--- src/rtl/lcd_spi_stream_writer_pkg.sv ---
// Shared definitions for the LCD SPI stream writer: FSM states, FIFO entry layout, DC constants.
// Entries are packed as {dc, w16, data}, DATA_W+2 bits wide.
package lcd_spi_stream_writer_pkg;

  typedef enum logic [1:0] {
    ST_IDLE,
    ST_LOAD,
    ST_SHIFT,
    ST_GAP
  } state_t;

  localparam logic DC_CMD  = 1'b0;
  localparam logic DC_DATA = 1'b1;

  localparam int ENTRY_EXTRA_BITS = 2;

  function automatic int entry_w16_bit(int data_w);
    return data_w;
  endfunction

  function automatic int entry_dc_bit(int data_w);
    return data_w + 1;
  endfunction

  function automatic logic [4:0] word_bits(logic w16, int data_w);
    return w16 ? 5'(data_w) : 5'd8;
  endfunction

endpackage

--- src/rtl/lcd_spi_stream_writer_if.sv ---
// Write-side handshake and LCD pin bundle for the LCD SPI stream writer.
// The writer itself attaches through the slave modport.
interface lcd_spi_stream_writer_if #(
  parameter int DATA_W     = 16,
  parameter int FIFO_DEPTH = 16
);
  localparam int LEVEL_W = $clog2(FIFO_DEPTH) + 1;

  logic               wr_en;
  logic               wr_dc;
  logic               wr_w16;
  logic [DATA_W-1:0]  wr_data;
  logic               wr_ready;
  logic [LEVEL_W-1:0] fifo_level;
  logic               ovf;
  logic               busy;
  logic               word_done;
  logic               cs;
  logic               dc;
  logic               sclk;
  logic               mosi;

  modport master (
    output wr_en, wr_dc, wr_w16, wr_data,
    input  wr_ready, fifo_level, ovf, busy, word_done, cs, dc, sclk, mosi
  );

  modport slave (
    input  wr_en, wr_dc, wr_w16, wr_data,
    output wr_ready, fifo_level, ovf, busy, word_done, cs, dc, sclk, mosi
  );

endinterface

--- src/rtl/lcd_spi_stream_writer_fifo.sv ---
// Generic single-clock show-ahead FIFO with level/full/empty; a push while full is ignored.
// rd_data always presents the head entry so the consumer can peek before popping.
module lcd_sync_fifo #(
  parameter int WIDTH = 18,
  parameter int DEPTH = 16
) (
  input  logic                     clk,
  input  logic                     rst_n,
  input  logic                     wr_en,
  input  logic [WIDTH-1:0]         wr_data,
  input  logic                     rd_en,
  output logic [WIDTH-1:0]         rd_data,
  output logic                     full,
  output logic                     empty,
  output logic [$clog2(DEPTH):0]   level
);

  localparam int PTR_W = $clog2(DEPTH);

  logic [WIDTH-1:0] r_mem [DEPTH];
  logic [PTR_W-1:0] r_wr_ptr;
  logic [PTR_W-1:0] r_rd_ptr;
  logic [PTR_W:0]   r_level;
  logic             w_push;
  logic             w_pop;

  assign full    = (r_level == (PTR_W+1)'(DEPTH));
  assign empty   = (r_level == '0);
  assign level   = r_level;
  assign rd_data = r_mem[r_rd_ptr];
  assign w_push  = wr_en && !full;
  assign w_pop   = rd_en && !empty;

  // Pointers wrap naturally because DEPTH is a power of two.
  always_ff @(posedge clk or negedge rst_n) begin
    if (!rst_n) begin
      r_wr_ptr <= '0;
      r_rd_ptr <= '0;
      r_level  <= '0;
    end else begin
      if (w_push) r_wr_ptr <= r_wr_ptr + PTR_W'(1);
      if (w_pop)  r_rd_ptr <= r_rd_ptr + PTR_W'(1);
      case ({w_push, w_pop})
        2'b10:   r_level <= r_level + (PTR_W+1)'(1);
        2'b01:   r_level <= r_level - (PTR_W+1)'(1);
        default: r_level <= r_level;
      endcase
    end
  end

  always_ff @(posedge clk) begin
    if (w_push) r_mem[r_wr_ptr] <= wr_data;
  end

endmodule

--- src/rtl/lcd_spi_stream_writer.sv ---
// Buffered SPI mode-0 writer for an ST7735: queues {dc, w16, data} entries and shifts them MSB first.
// CS stays low across queued words so pixel bursts stream back to back.
module lcd_spi_stream_writer
  import lcd_spi_stream_writer_pkg::*;
#(
  parameter int HALFDIV    = 2,
  parameter int DATA_W     = 16,
  parameter int FIFO_DEPTH = 16,
  parameter int CS_GAP     = 2
) (
  input  logic                  sys_clk,
  input  logic                  sys_rst_n,
  lcd_spi_stream_writer_if.slave bus
);

  localparam int ENTRY_W = DATA_W + ENTRY_EXTRA_BITS;
  localparam int LEVEL_W = $clog2(FIFO_DEPTH) + 1;
  localparam int HCNT_W  = $clog2(HALFDIV + 1);
  localparam int GCNT_W  = $clog2(CS_GAP + 1);
  localparam int DC_BIT  = entry_dc_bit(DATA_W);
  localparam int W16_BIT = entry_w16_bit(DATA_W);

  state_t              r_state;
  logic                r_cs;
  logic                r_sclk;
  logic                r_mosi;
  logic                r_dc;
  logic                r_word_done;
  logic                r_ovf;
  logic [DATA_W-1:0]   r_shreg;
  logic [4:0]          r_bitcnt;
  logic [HCNT_W-1:0]   r_hcnt;
  logic [GCNT_W-1:0]   r_gapcnt;

  logic [ENTRY_W-1:0]  w_head;
  logic [LEVEL_W-1:0]  w_level;
  logic                w_full;
  logic                w_empty;
  logic                w_head_dc;
  logic                w_head_w16;
  logic [DATA_W-1:0]   w_head_data;
  logic [DATA_W-1:0]   w_head_aligned;
  logic                w_head_msb;

  lcd_sync_fifo #(
    .WIDTH (ENTRY_W),
    .DEPTH (FIFO_DEPTH)
  ) u_fifo (
    .clk     (sys_clk),
    .rst_n   (sys_rst_n),
    .wr_en   (bus.wr_en),
    .wr_data ({bus.wr_dc, bus.wr_w16, bus.wr_data}),
    .rd_en   (r_state == ST_LOAD),
    .rd_data (w_head),
    .full    (w_full),
    .empty   (w_empty),
    .level   (w_level)
  );

  // 8-bit entries are left-aligned so the shifter always emits from its top bit.
  assign w_head_dc      = w_head[DC_BIT];
  assign w_head_w16     = w_head[W16_BIT];
  assign w_head_data    = w_head[DATA_W-1:0];
  assign w_head_aligned = w_head_w16 ? w_head_data : (w_head_data << (DATA_W - 8));
  assign w_head_msb     = w_head_w16 ? w_head_data[DATA_W-1] : w_head_data[7];

  assign bus.wr_ready   = !w_full;
  assign bus.fifo_level = w_level;
  assign bus.ovf        = r_ovf;
  assign bus.busy       = !w_empty || (r_state != ST_IDLE);
  assign bus.word_done  = r_word_done;
  assign bus.cs         = r_cs;
  assign bus.dc         = r_dc;
  assign bus.sclk       = r_sclk;
  assign bus.mosi       = r_mosi;

  // cs/dc/mosi are set on the edge entering LOAD, so they are already valid during the pop cycle.
  always_ff @(posedge sys_clk or negedge sys_rst_n) begin
    if (!sys_rst_n) begin
      r_state     <= ST_IDLE;
      r_cs        <= 1'b1;
      r_sclk      <= 1'b0;
      r_mosi      <= 1'b0;
      r_dc        <= DC_CMD;
      r_word_done <= 1'b0;
      r_ovf       <= 1'b0;
      r_shreg     <= '0;
      r_bitcnt    <= '0;
      r_hcnt      <= '0;
      r_gapcnt    <= '0;
    end else begin
      r_word_done <= 1'b0;
      r_ovf       <= bus.wr_en && w_full;
      case (r_state)
        ST_IDLE: begin
          if (!w_empty) begin
            r_state <= ST_LOAD;
            r_cs    <= 1'b0;
            r_dc    <= w_head_dc;
            r_mosi  <= w_head_msb;
          end
        end
        ST_LOAD: begin
          r_shreg  <= w_head_aligned;
          r_bitcnt <= word_bits(w_head_w16, DATA_W);
          r_hcnt   <= '0;
          r_sclk   <= 1'b0;
          r_state  <= ST_SHIFT;
        end
        ST_SHIFT: begin
          if (r_hcnt == HCNT_W'(HALFDIV - 1)) begin
            r_hcnt <= '0;
            if (!r_sclk) begin
              r_sclk <= 1'b1;
            end else begin
              r_sclk <= 1'b0;
              if (r_bitcnt == 5'd1) begin
                r_word_done <= 1'b1;
                if (!w_empty) begin
                  r_state <= ST_LOAD;
                  r_dc    <= w_head_dc;
                  r_mosi  <= w_head_msb;
                end else begin
                  r_state  <= ST_GAP;
                  r_cs     <= 1'b1;
                  r_mosi   <= 1'b0;
                  r_gapcnt <= '0;
                end
              end else begin
                r_bitcnt <= r_bitcnt - 5'd1;
                r_shreg  <= r_shreg << 1;
                r_mosi   <= r_shreg[DATA_W-2];
              end
            end
          end else begin
            r_hcnt <= r_hcnt + HCNT_W'(1);
          end
        end
        ST_GAP: begin
          if (r_gapcnt == GCNT_W'(CS_GAP - 1)) r_state <= ST_IDLE;
          else                                 r_gapcnt <= r_gapcnt + GCNT_W'(1);
        end
        default: r_state <= ST_IDLE;
      endcase
    end
  end

endmodule

--- src/flat_wrapper.sv ---
// flat-port wrapper written by rule: the top's interface ports become plain ports
module lcd_spi_stream_writer_flat import lcd_spi_stream_writer_pkg::*;
#(
  parameter int HALFDIV    = 2,
  parameter int DATA_W     = 16,
  parameter int FIFO_DEPTH = 16,
  parameter int CS_GAP     = 2
)
  (sys_clk, sys_rst_n, bus_wr_en, bus_wr_dc, bus_wr_w16, bus_wr_data, bus_wr_ready, bus_fifo_level, bus_ovf, bus_busy, bus_word_done, bus_cs, bus_dc, bus_sclk, bus_mosi);
  lcd_spi_stream_writer_if #(.DATA_W(DATA_W), .FIFO_DEPTH(FIFO_DEPTH)) bus_i ();
  input  logic sys_clk;
  input  logic sys_rst_n;
  input wire logic [$bits(bus_i.wr_en)-1:0] bus_wr_en;
  input wire logic [$bits(bus_i.wr_dc)-1:0] bus_wr_dc;
  input wire logic [$bits(bus_i.wr_w16)-1:0] bus_wr_w16;
  input wire logic [$bits(bus_i.wr_data)-1:0] bus_wr_data;
  output wire logic [$bits(bus_i.wr_ready)-1:0] bus_wr_ready;
  output wire logic [$bits(bus_i.fifo_level)-1:0] bus_fifo_level;
  output wire logic [$bits(bus_i.ovf)-1:0] bus_ovf;
  output wire logic [$bits(bus_i.busy)-1:0] bus_busy;
  output wire logic [$bits(bus_i.word_done)-1:0] bus_word_done;
  output wire logic [$bits(bus_i.cs)-1:0] bus_cs;
  output wire logic [$bits(bus_i.dc)-1:0] bus_dc;
  output wire logic [$bits(bus_i.sclk)-1:0] bus_sclk;
  output wire logic [$bits(bus_i.mosi)-1:0] bus_mosi;
  assign bus_i.wr_en = bus_wr_en;
  assign bus_i.wr_dc = bus_wr_dc;
  assign bus_i.wr_w16 = bus_wr_w16;
  assign bus_i.wr_data = bus_wr_data;
  assign bus_wr_ready = bus_i.wr_ready;
  assign bus_fifo_level = bus_i.fifo_level;
  assign bus_ovf = bus_i.ovf;
  assign bus_busy = bus_i.busy;
  assign bus_word_done = bus_i.word_done;
  assign bus_cs = bus_i.cs;
  assign bus_dc = bus_i.dc;
  assign bus_sclk = bus_i.sclk;
  assign bus_mosi = bus_i.mosi;
  lcd_spi_stream_writer #(.HALFDIV(HALFDIV), .DATA_W(DATA_W), .FIFO_DEPTH(FIFO_DEPTH), .CS_GAP(CS_GAP)) u_core (.sys_clk(sys_clk), .sys_rst_n(sys_rst_n), .bus(bus_i));
endmodule
--- config.mk ---
export PLATFORM = sky130hd
export DESIGN_NAME = lcd_spi_stream_writer_flat
export DESIGN_NICKNAME = d
export VERILOG_FILES = /design/src/rtl/lcd_spi_stream_writer_pkg.sv /design/src/rtl/lcd_spi_stream_writer_if.sv /design/src/rtl/lcd_spi_stream_writer_fifo.sv /design/src/rtl/lcd_spi_stream_writer.sv /design/src/flat_wrapper.sv
export SDC_FILE = /design/constraint.sdc
export NUM_CORES = 1
export LEC_CHECK = 0
export ABC_CLOCK_PERIOD_IN_PS = 4300
export CORE_ASPECT_RATIO = 1.75
export CORE_MARGIN = 2
export CORE_UTILIZATION = 61
export DETAILED_ROUTE_END_ITERATION = 6
export GPL_ROUTABILITY_DRIVEN = 1
export GPL_TIMING_DRIVEN = 1
export PLACE_DENSITY = 0.91
export RECOVER_POWER = 100
export SLEW_MARGIN = 10
export SYNTH_ARGS = -nofsm -noshare
export SYNTH_HDL_FRONTEND = slang
export SYNTH_SLANG_ARGS = --single-unit
--- constraint.sdc ---
create_clock -name sys_clk -period 4.3 [get_ports sys_clk]
set_input_delay 0.86 -clock sys_clk [delete_from_list [all_inputs] [get_ports sys_clk]]
set_output_delay 0.86 -clock sys_clk [all_outputs]
set_load 0.03 [all_outputs]
==> results.py, run 1 <==
metrics = {
    "outcome": {
        "outcome": "finished with violations",
        "violations": "max-capacitance violations, max-slew violations",
    },
    "sta": {
        "grt_setup_unrepaired": "false",
        "fmax_mhz": 268,
        "worst_slew_pin_slew_ns": 2.38,
        "min_period_ns": 3.74,
        "hold_ws_ns": 0.513,
        "slew_headroom_pct": -59.0,
        "fin_crit_sh_pct": 86.9,
        "fin_skew_ns": 0.00994,
        "hold_viol_final": 0,
        "fin_setup_tns_ns": 0,
        "setup_violations": 0,
        "drv_slew": 103,
    },
    "die": {
        "fp.dieW_um": 117,
        "fp.dieH_um": 201,
        "io_pins": 34,
        "dieArea_um2": 23500,
        "core_area_um2": 22000,
        "start_util_pct": 61.6,
        "num_rows": 72,
    },
    "drt": {
        "dr_total_vias": 7363,
        "routed_wl_mm": 31.3,
        "drc_errors": 0,
        "dr.pass1.iters": 5,
        "vias_per_cell": 6.65,
        "ant_nets": 0,
        "drt_iter0_drc": 854,
        "wl_per_cell_um": 28.2,
    },
    "synthesis": {
        "syn_area_um2": 13500,
        "ys_ff_latch": 333,
        "ys_types": 52,
        "syn_inst": 746,
        "syn_nets": 783,
        "async_reset_ff_share_pct": 13.5,
        "ys_seq_area_share_pct": 72.1,
        "synth-edff-count": 288,
        "synthFlopType": "edfxtp_1",
        "yosysWarnings": 0,
        "avgSynthCellArea_um2": 18.2,
    },
    "power": {
        "power_frac_clock_pct": 24.8,
        "p_seq_share_pct": 41.7,
        "ir_drop_mv": 0.374,
        "power.switching_w": 0.00361,
        "p_leak_nw": 5.10,
        "swShare_pct": 34.2,
        "pwr-share-comb_pct": 33.5,
        "powerDensity_nw_per_um2": 699,
        "internal_power_w": 0.00696,
    },
    "grt": {
        "grt_pass1_wl_mm": 46.8,
        "grt_overflow": 0,
        "antenna_found_initial": 0,
        "grt_pass1_vias": 7639,
        "grt_max_degree": 57,
        "track_usage_pct": 27.8,
    },
    "cts": {
        "clkTransAtPathRegs_ns": 0.07,
        "clkLatencyLatePin_ns": 0.55,
        "cts_tree": "built",
        "cts.repair.resized": 0,
        "clock-sinks": 333,
        "root_buffer": "clkbuf_16",
        "clk_path_buf_depth": 3,
        "cts_buffers": 28,
        "cts_setup_buffers": 0,
        "holdBufCountCts": 0,
        "cts_max_level": 1,
    },
    "worst_setup_path": {
        "startpoint_type": "input pin",
        "crit_arrival_ns": 3.90,
        "crit_fanout": 11,
        "r2r_slack_ns": 0.72,
        "r2r-end": "u_core.u_fifo.r_mem[10][10]$_DFFE_PP_",
        "required_ns": 4.47,
        "r2r_start": "u_core.u_fifo.level[1]$_DFFE_PN0P_",
        "worst_setup_path_end_kind": "flop",
        "ff2ff_path_depth": 6,
        "critPathKind": "in2reg",
    },
    "cells_and_area": {
        "antennaDiodeCount": 0,
        "drive_gt1_share_pct": 15.8,
        "final_util_pct": 68.8,
        "nets": 830,
        "mostFrequentLayoutCells": "edfxtp_1 (288), mux4_2 (61), dfrtp_1 (42)",
        "syn2layout_area_growth_pct": 11.5,
        "layout_commonest_cell": "edfxtp_1",
    },
    "min_path": {
        "hold_start": "u_core.r_shreg[3]$_DFFE_PN0P_",
        "holdPathStages": 1,
        "worstHoldEndpoint": "u_core.r_shreg[3]$_DFFE_PN0P_",
        "hold_path.class": "reg2reg",
    },
    "placement": {
        "dp_hpwl_mm": 18.8,
        "gp_congestion": 0.860,
        "numPortBuffers": 33,
    },
    "job": {
        "drv_cap": 4,
    },
}
cell usage after synthesis, types with 4 or more instances:
master	instances	area share (%)
mux4_2	61	10
mux2_2	4	0.33
nor3_1	6	0.22
o211a_1	5	0.37
xor2_1	6	0.39
nor2_1	32	0.89
inv_1	13	0.36
o21ai_0	9	0.33
dfrtp_1	44	8.1
a211oi_1	4	0.22
nand2_1	27	0.75
nand4_1	10	0.46
a221o_1	7	0.52
a221oi_1	13	0.84
mux2i_1	33	2.4
nor2b_1	5	0.23
and2_1	5	0.23
buf_2	5	0.18
a22oi_1	22	1.2
o21bai_1	9	0.50
and3_1	9	0.42
ha_1	16	1.5
nand3_1	9	0.33
edfxtp_1	288	64
buf_4	6	0.33
a21oi_1	16	0.59
clkbuf_1	23	0.64
nand2b_1	7	0.32
a21o_1	7	0.39
nor4_1	9	0.42
xnor2_1	7	0.45
sequential cells by signal, summed over array words and instances, names as in the netlist:
register and count:
u_core.r_hcnt 2, u_core.u_fifo.r_mem 288, u_core.r_shreg 15, u_core.r_state 2
u_core.bus.dc 1, u_core.bus.word_done 1, u_core.u_fifo.level 5, u_core.bus.sclk 1
u_core.r_bitcnt 5, u_core.bus.mosi 1, u_core.u_fifo.r_wr_ptr 4, u_core.bus.cs 1
u_core.r_gapcnt 2, u_core.u_fifo.r_rd_ptr 4, u_core.bus.ovf 1
per-stage QoR:
step                      std cells  cell area [um2]  worst slack, ns  power [W]
final                          1108            15100            0.564     0.0106
after global routing           1108            15100            0.374     0.0110
after CTS                      1108            15200            0.640     0.0106
after detailed placement       1059            14300            0.821    0.00799
after global placement         1059            14300            0.927    0.00783
after floorplan                 746            13500            0.756    0.00692
area by class of cell:
class / count / area [um2]
well taps: 296 / 370
fillers: 1386 / 6870
multi-input cells: 359 / 3510
clock buffers: 31 / 733
clock inverters: 18 / 211
repair buffers: 57 / 453
flip-flops and latches: 333 / 9780
inverters: 14 / 52.6
worst max-delay path: stages:
cell,delay [ns]
dlygate4sd3_1,0.58
and2_0,0.43
nand2_1,0.25
nor2_1,0.91
clkbuf_1,0.86
power groups by stage:
stage / combinational [W] / clock, W / sequential (W)
5_1_grt: 0.00378 / 0.00275 / 0.00445
4_1_cts: 0.00359 / 0.00264 / 0.00440
3_5_place_dp: 0.00354 / 0 / 0.00445
6_report: 0.00354 / 0.00262 / 0.00441
3_3_place_gp: 0.00342 / 0 / 0.00441
2_1_floorplan: 0.00263 / 0 / 0.00429
cells by family after synthesis:
logic type / synth area share, %
DFF: 72.1
and+or+nand+nor: 4.63
AOI/OAI and AO/OA: 5.99
muxes: 12.9
buffers and inverters: 2.00
adders and majority gates: 1.48
xor gates and xnor gates: 0.840
routing by layer:
| layer | vias to the layer above | GRT usage, % | wire length (um) |
|---|---|---|---|
| li1 | 3090 | - | - |
| met1 | 3775 | 33.2 | 10400 |
| met2 | 398 | 48.8 | 17100 |
| met3 | 100 | 3.49 | 2050 |
| met4 | 0 | 14.4 | 1740 |
| met5 | - | 0 | 0 |
how the worst max path moves through the flow:
stage	startpoint	end
4_1_cts	u_core.u_fifo.level[1]$_DFFE_PN0P_	bus_busy
6_report	bus_wr_en	u_core.u_fifo.r_mem[10][10]$_DFFE_PP_
2_1_floorplan	u_core.u_fifo.level[1]$_DFFE_PN0P_	u_core.u_fifo.level[4]$_DFFE_PN0P_
5_1_grt	u_core.u_fifo.level[2]$_DFFE_PN0P_	bus_busy
3_3_place_gp	bus_wr_en	u_core.u_fifo.level[4]$_DFFE_PN0P_
3_5_place_dp	bus_wr_en	u_core.u_fifo.level[4]$_DFFE_PN0P_
(Power assumes the default switching activity.)
==> run 2: changes to the inputs <==
- SYNTH_HIERARCHICAL: not set -> 1
- TNS_END_PERCENT: not set -> 1
==> results.py, run 2 <==
metrics = {
    "outcome": {
        "outcome": "finished with violations",
        "violations": "max-capacitance violations, max-slew violations",
    },
    "cts": {
        "cts_tree": "built",
        "clock-sinks": 333,
        "cts_setup_buffers": 0,
        "cts_max_level": 1,
        "clk_path_buf_depth": 3,
        "clkLatencyLatePin_ns": 0.55,
        "clkTransAtPathRegs_ns": 0.07,
        "holdBufCountCts": 0,
        "cts.repair.resized": 0,
        "root_buffer": "clkbuf_16",
        "cts_buffers": 28,
    },
    "power": {
        "p_leak_nw": 5.27,
        "ir_drop_mv": 0.373,
        "powerDensity_nw_per_um2": 687,
    },
    "worst_setup_path": {
        "startpoint_type": "flop",
        "crit_arrival_ns": 4.03,
        "crit_path_end": "u_core/bus.mosi$_DFFE_PN0P_",
        "r2r-end": "u_core/bus.mosi$_DFFE_PN0P_",
        "crit_fanout": 24,
        "critPathKind": "reg2reg",
        "ff2ff_path_depth": 8,
        "required_ns": 4.74,
        "r2r_slack_ns": 0.71,
        "worst_setup_path_end_kind": "flop",
        "r2r_start": "u_core/u_fifo/r_rd_ptr[1]$_DFFE_PN0P_",
        "startpoint": "u_core/u_fifo/r_rd_ptr[1]$_DFFE_PN0P_",
    },
    "cells_and_area": {
        "syn2layout_area_growth_pct": 11.1,
        "stdcell_count": 1161,
        "largest_reg_flops": 288,
        "top_register": "u_core/u_fifo/r_mem",
        "mostFrequentLayoutCells": "edfxtp_1 (288), mux2i_1 (84), nand2_1 (52)",
        "final_util_pct": 68.8,
        "layout_commonest_cell": "edfxtp_1",
        "reg.largest.list": "u_core/u_fifo/r_mem x288, u_core/r_shreg x15",
        "fin_area_um2": 15100,
        "antennaDiodeCount": 0,
        "nets": 883,
        "drive_gt1_share_pct": 11.1,
    },
    "synthesis": {
        "synth.area.top_cells": "edfxtp_1 (64%), dfrtp_1 (8.1%), mux2i_1 (6.2%)",
        "synth-edff-count": 288,
        "synthFlopType": "edfxtp_1",
        "ys_seq_area_share_pct": 71.8,
        "syn_nets": 835,
        "syn_inst": 796,
        "syn_area_um2": 13600,
        "async_reset_ff_share_pct": 13.5,
        "yosysWarnings": 6,
        "yosysTopAreaCell": "edfxtp_1",
        "synth_most_common_cell": "edfxtp_1",
        "synth_common_cells": "edfxtp_1 (288), mux2i_1 (84), nand2_1 (51), dfrtp_1 (44), o21ai_0 (42)",
        "netlist.area_leader.share_pct": 63.5,
        "ys_ff_latch": 333,
        "avgSynthCellArea_um2": 17.1,
        "ys_types": 58,
    },
    "sta": {
        "fin_skew_ns": 0.0108,
        "fin_setup_tns_ns": 0,
        "fin_crit_sh_pct": 83.4,
        "worst_slew_pin_slew_ns": 2.31,
        "fmax_mhz": 279,
        "min_period_ns": 3.59,
        "slew_headroom_pct": -53.9,
        "grt_setup_unrepaired": "false",
        "hold_ws_ns": 0.487,
        "hold_viol_final": 0,
        "setup_violations": 0,
        "drv_slew": 121,
    },
    "placement": {
        "numPortBuffers": 33,
        "gp_congestion": 0.816,
        "dp.cells": 1110,
        "dp_hpwl_mm": 18.4,
        "dpl-instance-area_um2": 14300,
    },
    "die": {
        "dieArea_um2": 23600,
        "io_pins": 34,
        "core_area_um2": 22000,
        "num_rows": 72,
        "fp.dieH_um": 202,
        "start_util_pct": 61.9,
        "fp.dieW_um": 117,
    },
    "grt": {
        "track_usage_pct": 27.2,
        "antenna_found_initial": 0,
        "grt_overflow": 0,
        "grt_pass1_wl_mm": 46.4,
        "grt_max_degree": 52,
        "grt_pass1_vias": 7815,
    },
    "drt": {
        "routed_wl_mm": 30.9,
        "drt_iter0_drc": 878,
        "drc_errors": 0,
        "ant_nets": 0,
        "vias_per_cell": 6.63,
        "wl_per_cell_um": 26.6,
        "dr.pass1.iters": 5,
        "dr_total_vias": 7700,
    },
    "min_path": {
        "hold_path.class": "reg2reg",
    },
    "job": {
        "drv_cap": 5,
    },
}
[run 2: power by group]
part,leakage [nW],switching [W],internal [W]
registers,3.16,0.000337,0.00399
logic,1.67,0.00214,0.00136
clock network,0.446,0.00109,0.00148
[run 2: layout make-up]
class | count | area, um2
clock buffers | 37 | 756
clock inverters | 14 | 171
fillers | 1374 | 6860
inverters | 17 | 63.8
multi-input cells | 402 | 3500
flip-flops and latches | 333 | 9780
well taps | 296 | 370
repair buffers | 62 | 480
[run 2: layer usage]
metal  global-route usage, %  vias to the layer above  part of all wire, %
met1                    33.8                     3887                   35
li1                        -                     3235                    -
met3                    3.70                      120                  7.7
met5                       0                        -                    0
met4                    16.1                        0                  6.2
met2                    44.9                      458                   52
[run 2: worst max-delay path, cell delays in order, from the launching register on]
cell	delay (ns)
dfrtp_2	0.66
clkbuf_2	0.73
mux4_2	0.43
a22oi_1	0.25
nand2_1	0.42
mux2_2	0.45
nor3_1	0.19
o21ai_0	0.14
and3_1	0.20
[run 2: worst min path at each step]
stage                                         from                             end  slack (ns)  depth (start not counted)
global placement     u_core/r_shreg[9]$_DFFE_PN0P_   u_core/r_shreg[9]$_DFFE_PN0P_        0.46                          2
floorplan           u_core/r_shreg[10]$_DFFE_PN0P_  u_core/r_shreg[10]$_DFFE_PN0P_        0.45                          2
finish              u_core/r_shreg[13]$_DFFE_PN0P_  u_core/r_shreg[13]$_DFFE_PN0P_        0.49                          2
detailed placement   u_core/r_shreg[9]$_DFFE_PN0P_   u_core/r_shreg[9]$_DFFE_PN0P_        0.48                          2
global route        u_core/r_shreg[13]$_DFFE_PN0P_  u_core/r_shreg[13]$_DFFE_PN0P_        0.52                          2
CTS                                      sys_rst_n   u_core/r_shreg[0]$_DFFE_PN0P_        0.48                          1
[run 2: kinds of logic after synthesis]
family / count (synthesis) / share of synthesized area (%)
xor gates and xnor gates: 11 / 0.708
adders and majority gates: 18 / 1.71
buffers and inverters: 61 / 2.38
muxes: 124 / 12.5
AOI/OAI and AO/OA: 133 / 6.71
and+or+nand+nor: 116 / 4.20
DFF: 333 / 71.8
[run 2: stage by stage]
stage	worst slack, ns	total power (W)
after detailed placement	0.927	0.00783
after floorplan	1.37	0.00680
after global placement	0.953	0.00767
final	0.712	0.0104
after CTS	0.923	0.0105
after global routing	0.515	0.0108
==> run 3: changes to the inputs <==
- ABC_CLOCK_PERIOD_IN_PS: 4300 -> 3600
- clock period: 4.3 -> 3.6 ns (I/O delays scaled with it)
==> results.py, run 3 (same netlist as run 2, synthesis figures left out) <==
metrics = {
    "outcome": {
        "outcome": "finished with violations",
        "violations": "design-rule violations, max-capacitance violations, max-slew violations",
    },
    "cts": {
        "holdBufCountCts": 0,
        "cts.repair.resized": 0,
        "clkLatencyLatePin_ns": 0.55,
        "clock-sinks": 333,
        "clkTransAtPathRegs_ns": 0.06,
        "cts_setup_buffers": 0,
        "cts_tree": "built",
        "root_buffer": "clkbuf_16",
        "clk_path_buf_depth": 3,
        "cts_buffers": 28,
        "cts_max_level": 1,
    },
    "worst_setup_path": {
        "crit_arrival_ns": 3.48,
        "cp_common_cell": "clkbuf_1",
        "worstPathCellList": "dlygate4sd3_1 > and2_0 > clkbuf_1 > nand2_1 > nor3_1 > clkbuf_1",
        "worst_setup_path_end_kind": "flop",
        "cp_slowest_cell": "clkbuf_1",
        "critPathKind": "in2reg",
        "required_ns": 3.75,
        "max_stage_delay_ns": 1.27,
        "startpoint_type": "input pin",
        "crit_fanout": 18,
    },
    "grt": {
        "grt_pass1_wl_mm": 45.6,
        "grt_max_degree": 39,
        "grt_pass1_vias": 7863,
        "track_usage_pct": 26.5,
        "antenna_found_initial": 1,
        "grt_overflow": 0,
    },
    "die": {
        "fp.dieW_um": 117,
        "core_area_um2": 22000,
        "dieArea_um2": 23600,
        "fp.dieH_um": 202,
        "num_rows": 72,
        "io_pins": 34,
        "start_util_pct": 61.9,
    },
    "power": {
        "p_leak_nw": 5.34,
        "fin_total_pwr_w": 0.0125,
        "powerDensity_nw_per_um2": 821,
        "ir_drop_mv": 0.423,
    },
    "drt": {
        "drt_iter0_drc": 717,
        "wl_per_cell_um": 26.0,
        "ant_nets": 0,
        "routed_wl_mm": 30.5,
        "vias_per_cell": 6.62,
        "dr_total_vias": 7750,
        "drc_errors": 3,
        "dr.pass1.iters": 7,
    },
    "placement": {
        "dp_hpwl_mm": 17.6,
        "numPortBuffers": 33,
        "pre_cts_slack_ns": 0.603,
        "gp_congestion": 0.800,
    },
    "cells_and_area": {
        "largest_reg_flops": 288,
        "top_register": "u_core/u_fifo/r_mem",
        "syn2layout_area_growth_pct": 11.8,
        "nets": 890,
        "drive_gt1_share_pct": 12.7,
        "layout_commonest_cell": "edfxtp_1",
        "register_area_um2": 9780,
        "mostFrequentLayoutCells": "edfxtp_1 (288), mux2i_1 (84), nand2_1 (52)",
        "multi_input_area_um2": 3510,
        "reg.largest.list": "u_core/u_fifo/r_mem x288, u_core/r_shreg x15",
        "nFillCells": 1355,
    },
    "sta": {
        "grt_setup_unrepaired": "false",
        "slew_headroom_pct": -19.7,
        "worst_slew_pin_slew_ns": 1.80,
        "hold_viol_final": 0,
        "setup_violations": 0,
        "fin_skew_ns": 0.00698,
        "fin_setup_tns_ns": 0,
        "hold_ws_ns": 0.487,
        "fmax_mhz": 300,
        "worst_slack_ns": 0.262,
        "min_period_ns": 3.34,
        "drv_slew": 195,
        "fin_crit_sh_pct": 92.7,
    },
    "min_path": {
        "hold_path.class": "reg2reg",
    },
    "job": {
        "drv_cap": 10,
    },
}
## run 3: layout make-up
class / count / share of cell area, %
Antenna cell: 1 / 0.0164
Clock inverter: 11 / 0.970
Timing Repair Buffer: 69 / 3.56
Inverter: 17 / 0.419
Multi-Input combinational cell: 402 / 23.1
Tap cell: 296 / 2.43
Clock buffer: 41 / 5.26
Sequential cell: 333 / 64.3
## run 3: per-layer routing
layer	track usage, %	vias to the layer above	routed length [um]
li1	-	3262	-
met1	32.5	3867	10200
met2	44.0	499	15800
met3	4.10	122	2520
met4	15.4	0	1950
met5	0	-	0
## run 3: through the flow
step                      instance area, um2  cells  util, %
after floorplan                        13600    796        -
final                                  15200   1170     69.2
after CTS                              15400   1169     69.9
after detailed placement               14400   1117     65.6
after global routing                   15200   1170     69.2
after global placement                 14400   1117     65.6
## run 3: power breakdown
group / switching, W / internal (W) / total [W] / leakage (nW)
clock network: 0.00133 / 0.00177 / 0.00310 / 0.461
registers: 0.000422 / 0.00477 / 0.00519 / 3.16
logic: 0.00253 / 0.00168 / 0.00421 / 1.72
total: 0.00428 / 0.00821 / 0.0125 / 5.34
## run 3: final timing paths
| path | start | to | slack, ns | cells after the start |
|---|---|---|---|---|
| worst min register to register | u_core/r_shreg[10]$_DFFE_PN0P_ | u_core/r_shreg[10]$_DFFE_PN0P_ | 0.49 | 2 |
| worst max-delay path | bus_wr_en | u_core/u_fifo/r_mem[3][17]$_DFFE_PP_ | 0.26 | 6 |
| worst max register to register | u_core/u_fifo/r_rd_ptr[0]$_DFFE_PN0P_ | u_core/r_shreg[1]$_DFFE_PN0P_ | 0.34 | 8 |
| max in group asynchronous | sys_rst_n | u_core/r_shreg[2]$_DFFE_PN0P_ | 1.61 | 2 |
| worst min-delay path | u_core/r_shreg[10]$_DFFE_PN0P_ | u_core/r_shreg[10]$_DFFE_PN0P_ | 0.49 | 2 |
| min in group asynchronous | sys_rst_n | u_core/r_bitcnt[0]$_DFFE_PN0P_ | 0.59 | 1 |
## run 3: critical path, delay by kind of cell
family | cells | cell delay [ns]
simple gates | 3 | 0.63
buf+inv | 3 | 2.12
